--- src/rtl/run_ctrl_pkg.sv ---
// Shared types and defaults for the run_ctrl harness block.
// Halt detection is built in only when RUN_CTRL_HALT_DET_EN is defined.
package run_ctrl_pkg;

  typedef enum logic [1:0] {
    ST_HOLD    = 2'd0,
    ST_RUN     = 2'd1,
    ST_HALTED  = 2'd2,
    ST_TIMEOUT = 2'd3
  } state_e;

  localparam int DEF_PC_W        = 32;
  localparam int DEF_CNT_W       = 32;
  localparam int DEF_RST_HOLD    = 1;
  localparam int DEF_MAX_CYCLES  = 100000;
  localparam int DEF_HALT_REPEAT = 4;

  // Bits needed to hold values 0..n inclusive.
  function automatic int cnt_width(input int n);
    if (n < 2) begin
      return 1;
    end else begin
      return $clog2(n + 1);
    end
  endfunction

endpackage

--- src/rtl/run_ctrl_halt_detector.sv ---
// Counts consecutive identical valid PC samples while enabled; hit marks the
// sample that completes HALT_REPEAT repeats, so the parent can capture pc with it.
module halt_detector
  import run_ctrl_pkg::*;
#(
  parameter int PC_W        = DEF_PC_W,
  parameter int HALT_REPEAT = DEF_HALT_REPEAT
) (
  input  logic            clk,
  input  logic            reset,
  input  logic            enable,
  input  logic [PC_W-1:0] pc,
  input  logic            pc_valid,
  output logic            hit
);

  localparam int REP_W = cnt_width(HALT_REPEAT);
  localparam logic [REP_W-1:0] REP_MAX = REP_W'(HALT_REPEAT);

  logic [REP_W-1:0] rep_q;
  logic [REP_W-1:0] rep_d;
  logic [PC_W-1:0]  last_q;
  logic             sample_s;

  assign sample_s = enable & pc_valid;

  // A zero repeat count doubles as "no sample taken yet".
  always_comb begin
    rep_d = rep_q;
    if (sample_s) begin
      if ((rep_q != '0) && (pc == last_q)) begin
        if (rep_q != REP_MAX) begin
          rep_d = rep_q + REP_W'(1);
        end else begin
          rep_d = rep_q;
        end
      end else begin
        rep_d = REP_W'(1);
      end
    end else begin
      rep_d = rep_q;
    end
  end

  assign hit = sample_s & (rep_d == REP_MAX);

  always_ff @(posedge clk) begin
    if (reset) begin
      rep_q  <= '0;
      last_q <= '0;
    end else if (sample_s) begin
      rep_q  <= rep_d;
      last_q <= pc;
    end
  end

endmodule

--- src/rtl/run_ctrl.sv ---
// Run control for the CPU harness: holds core reset, counts RUN cycles, ends on
// timeout or (with RUN_CTRL_HALT_DET_EN defined) on a PC self-loop halt.
module run_ctrl
  import run_ctrl_pkg::*;
#(
  parameter int PC_W        = DEF_PC_W,
  parameter int CNT_W       = DEF_CNT_W,
  parameter int RST_HOLD    = DEF_RST_HOLD,
  parameter int MAX_CYCLES  = DEF_MAX_CYCLES,
  parameter int HALT_REPEAT = DEF_HALT_REPEAT
) (
  input  logic             clk,
  input  logic             reset,
  input  logic [PC_W-1:0]  pc,
  input  logic             pc_valid,
  output logic             cpu_reset,
  output logic             running,
  output logic             done,
  output logic             halted,
  output logic             timed_out,
  output logic [CNT_W-1:0] cycle_cnt,
  output logic [PC_W-1:0]  halt_pc
);

  localparam int HOLD_W = cnt_width(RST_HOLD);

  state_e            state_q, state_d;
  logic [HOLD_W-1:0] hold_q, hold_d;
  logic [CNT_W-1:0]  cnt_q, cnt_d;
  logic [PC_W-1:0]   halt_pc_q, halt_pc_d;
  logic              hit_s;

`ifdef RUN_CTRL_HALT_DET_EN
  halt_detector #(
    .PC_W        (PC_W),
    .HALT_REPEAT (HALT_REPEAT)
  ) u_halt_detector (
    .clk      (clk),
    .reset    (reset),
    .enable   (state_q == ST_RUN),
    .pc       (pc),
    .pc_valid (pc_valid),
    .hit      (hit_s)
  );
`else
  logic unused_pc_s;
  assign unused_pc_s = ^{pc_valid, pc};
  assign hit_s       = 1'b0;
`endif

  // Next-state logic; halt beats timeout when both land on the same edge.
  always_comb begin
    state_d   = state_q;
    hold_d    = hold_q;
    cnt_d     = cnt_q;
    halt_pc_d = halt_pc_q;
    case (state_q)
      ST_HOLD: begin
        hold_d = hold_q + HOLD_W'(1);
        if (hold_d == HOLD_W'(RST_HOLD)) begin
          state_d = ST_RUN;
        end else begin
          state_d = ST_HOLD;
        end
      end
      ST_RUN: begin
        cnt_d = cnt_q + CNT_W'(1);
        if (hit_s) begin
          state_d   = ST_HALTED;
          halt_pc_d = pc;
        end else if (cnt_d == CNT_W'(MAX_CYCLES)) begin
          state_d = ST_TIMEOUT;
        end else begin
          state_d = ST_RUN;
        end
      end
      ST_HALTED:  state_d = ST_HALTED;
      ST_TIMEOUT: state_d = ST_TIMEOUT;
      default:    state_d = ST_HOLD;
    endcase
  end

  always_ff @(posedge clk) begin
    if (reset) begin
      state_q   <= ST_HOLD;
      hold_q    <= '0;
      cnt_q     <= '0;
      halt_pc_q <= '0;
      cpu_reset <= 1'b1;
      running   <= 1'b0;
      done      <= 1'b0;
      halted    <= 1'b0;
      timed_out <= 1'b0;
    end else begin
      state_q   <= state_d;
      hold_q    <= hold_d;
      cnt_q     <= cnt_d;
      halt_pc_q <= halt_pc_d;
      cpu_reset <= (state_d != ST_RUN);
      running   <= (state_d == ST_RUN);
      done      <= (state_d == ST_HALTED) || (state_d == ST_TIMEOUT);
      halted    <= (state_d == ST_HALTED);
      timed_out <= (state_d == ST_TIMEOUT);
    end
  end

  assign cycle_cnt = cnt_q;
  assign halt_pc   = halt_pc_q;

endmodule
--- config.mk ---
export PLATFORM = sky130hd
export DESIGN_NAME = run_ctrl
export DESIGN_NICKNAME = d
export VERILOG_FILES = /design/src/rtl/run_ctrl_pkg.sv /design/src/rtl/run_ctrl_halt_detector.sv /design/src/rtl/run_ctrl.sv
export SDC_FILE = /design/constraint.sdc
export NUM_CORES = 1
export LEC_CHECK = 0
export ABC_AREA = 0
export CORE_MARGIN = 2
export CORE_UTILIZATION = 46
export CTS_CLUSTER_DIAMETER = 30
export DETAILED_ROUTE_END_ITERATION = 16
export PLACE_DENSITY = 0.85
export SLEW_MARGIN = 25
export SYNTH_ARGS = -nofsm -noshare
export SYNTH_HDL_FRONTEND = slang
export SYNTH_SLANG_ARGS = --single-unit
--- constraint.sdc ---
create_clock -name clk -period 6.4 [get_ports clk]
set_clock_uncertainty 0.2 [all_clocks]
set_input_delay 1.92 -clock clk [delete_from_list [all_inputs] [get_ports clk]]
set_output_delay 1.92 -clock clk [all_outputs]
set_load 0.005 [all_outputs]
==> metrics.md <==
| Metric | Value |
|---|---|
| Cells along the critical path | `clkdlybuf4s50_1` |
| Post-cts resize count | `0` |
| First-pass GRT wire length | `8470 um` |
| Yosys top cell area share | `roughly 32%` |
| Sequential area share after synthesis | `between 30% and 40%` |
| Layout Nets | `~370` |
| Final Hold Fails | `0` |
| Final Util | `54.5%` |
| Tightest Pin Transition | `approximately 0.96 ns` |
| Iter 0 DRT Violations | `between 100 and 150` |
| Worst Hold Class | `register to register` |
| Buffers added on ports | `38` |
| Mapped Area | `roughly 0.0025 mm2` |
| Most used DFF post-synth | `dfxtp_1` |
| Drt first pass iters | `4` |
| Area contributors post-synth | `dfxtp_1, buf_4, xnor2_1` |
| Global route overflow | `0` |
| Max IR drop VDD | `68.9 uV` |
| Reg2reg setup slack | `between 3 and 4 ns` |
| Initial Util | `48.0%` |
| H-tree levels | `2` |
| Worst Path Max Fanout | `10` |
| Hold_buf cts | `0` |
| Setup WS post-layout | `~2.8 ns` |
| Syn_area_per_cell | `8.17 um2` |
| Inserted Clock Buffers | `5` |
| Fillers | `between 400 and 500` |
| Largest net degree at the start of global routing | `35` |
| All-layer global routing usage | `~17%` |
| Vias in the first global route | `~1800` |
| Crit path depth | `1` |
| Chip height | `approximately 77 um` |
| Drt total wl | `between 5000 and 6000 um` |
| Vias per cell | `around 5.3` |
| CP max-delay cell | `clkdlybuf4s50_1` |
| RSZ-0062 raised after global routing | `no` |
| Mapped Cells | `between 300 and 400` |
| Design Area, Final | `0.00282 mm2` |
| Most frequent cells after synthesis | `dfxtp_1, nor2_1, buf_4` |
| Relative slew slack | `between 30% and 40%` |
| CP endpoint kind | `primary output` |
| Skew-Pair Late Insertion Delay | `0.29 ns` |
| Reg clk slew, reported paths | `around 0.070 ns` |
| Multi-input logic area | `0.00145 mm2` |
| Max-slew violations | `0` |
| # DRC | `0` |
| Number of synthesized register bits | `40` |
| Register area | `around 800 um2` |
| Max cap viols | `0` |
| Initial antenna violation count | `0` |
| Die footprint | `approximately 0.006 mm2` |
| Setup total negative slack | `0 ns` |
| Share of layout cells above drive strength 1 | `about 5.4%` |
| TritonCTS Sinks | `40` |
| Pre-CTS WS | `between 2 and 3 ns` |
| Leakage | `approximately 0.95 nW` |
| CP top delay family | `buffers and inverters` |
| Core area | `about 0.0052 mm2` |
| CP arrival | `about 1.4 ns` |
| Post-route ant nets | `0` |
| Row count | `26` |
| Max Root-Sink Buffers | `2` |
| Critical Path RT | `around 4.3 ns` |
| Die width | `slightly below 80 um` |
| Setup crit end | `cycle_cnt[5]` |
| Num ports | `104` |
| Root Buffer | `clkbuf_8` |
| Synth cell types | `between 50 and 60` |
| Critical path's largest stage delay | `0.59 ns` |
| Critical Path Start | `cycle_cnt[5]` |
| Synth warn | `0` |
| Max Fclk | `282 MHz` |
| Critical path class | `register to primary output` |
| R2r startpoint | `cycle_cnt[5]` |
| Post-route minimum period | `around 3.6 ns` |
| Antenna fix cells | `0` |
| Post CTS Setup Buffer Count | `0` |
| CTS tree | `built` |
| Crit path buffers/inverters | `1` |
| Post-DP HPWL | `approximately 3700 um` |
| Final GP Congestion | `between 0.8 and 0.9` |
| P&R area growth vs syn | `13.5%` |
| Final Cycle Share | `~55%` |
| Share of synthesized flip-flops with an asynchronous set or reset | `0%` |
| Final setup violation count | `0` |
| RR Endpoint | `cpu_reset` |
| Crit path launch type | `register` |
| Pwr per Cell Area | `approximately 150 mW/mm2` |
| DR vias | `around 2100` |
| Reg2Reg Depth | `7` |
| Leading area contributor after synthesis | `dfxtp_1` |
| Outcome | `complete, no violations` |
| WL/cell | `around 13 um` |
| Placed Area | `between 0.002 and 0.003 mm2` |
| Post-synth EDFFs | `0` |
[metal layers]
| metal | global-route usage (%) | part of all wire, % | vias up |
|---|---|---|---|
| li1 | - | - | 1049 |
| met1 | 22.8 | 47 | 992 |
| met2 | 27.7 | 45 | 91 |
| met3 | 3.95 | 6.9 | 7 |
| met4 | 6.79 | 1.8 | 0 |
| met5 | 0 | 0 | - |
[worst register-to-register path: stages, from the launching register on]
cell and delay, ns:
dfxtp_1 0.55, nand4_2 0.24, nor4_1 0.83, a311oi_1 0.19
mux2_2 0.32, o211ai_2 0.22, nor4_4 0.08, or3_1 0.31
[logic make-up after synthesis]
kind of cell | after synthesis | synth area share, %
compound gates | 30 | 8.91
mux | 1 | 0.453
flops | 40 | 32.2
simple gates | 139 | 30.2
buf+inv | 54 | 14.2
fa+ha+maj | 1 | 0.503
xor+xnor | 38 | 13.4
other cells | 1 | 0.151
[power by group]
part | leakage [nW] | internal [mW] | switching [mW]
sequential | 0.324 | 0.252 | 0.00367
clock | 0.0410 | 0.0741 | 0.0823
combinational | 0.581 | 0.00864 | 0.0154
[placed cells by master, fill, tap and decap left out, types with 2 or more instances in the layout]
cell,instances
xnor2_1,22
a311oi_1,2
nand3_1,13
nor3b_1,3
clkbuf_8,5
a22o_1,2
nor3_1,13
conb_1,32
nor4_1,8
nand4_2,2
dfxtp_1,40
nor2b_1,2
a21oi_1,4
nand2_1,19
inv_1,5
clkdlybuf4s50_1,38
o21a_1,2
and3_1,2
o21ai_0,6
xor2_1,16
or3_1,6
nand4_1,17
nor2_1,40
and2_1,4
[through the flow]
stage / total power [mW] / cells / hold slack (ns)
floorplan: 0.291 / 335 / 0.259
global placement: 0.285 / 395 / 0.267
detailed placement: 0.285 / 395 / 0.283
CTS: 0.441 / 402 / 0.293
global route: 0.456 / 402 / 0.313
finish: 0.436 / 402 / 0.293
[state kept, by name (all words and copies together) (netlist names)]
name / cells
state_q: 2
cycle_cnt: 32
hold_q: 1
running: 1
done: 1
cpu_reset: 1
timed_out: 1
halted: 1
[area by class of cell]
class                      count  share of cell area, %
sequential                    40                   28.4
tap                           70                   3.11
timing repair buffer          39                   13.8
clock buffer                   6                   2.57
multi-input combinational    241                   51.3
inverter                       5                  0.665
clock inverter                 1                  0.177
[worst min path at each step]
| stage | startpoint | end | slack, ns | cells after the start |
|---|---|---|---|---|
| global placement | hold_q | hold_q | 0.27 | 2 |
| detailed placement | hold_q | hold_q | 0.28 | 2 |
| floorplan | hold_q | hold_q | 0.26 | 2 |
| global route | hold_q | hold_q | 0.31 | 2 |
| CTS | hold_q | hold_q | 0.29 | 2 |
| finish | hold_q | hold_q | 0.29 | 2 |
Note: power is estimated with default switching activity, not from simulation.
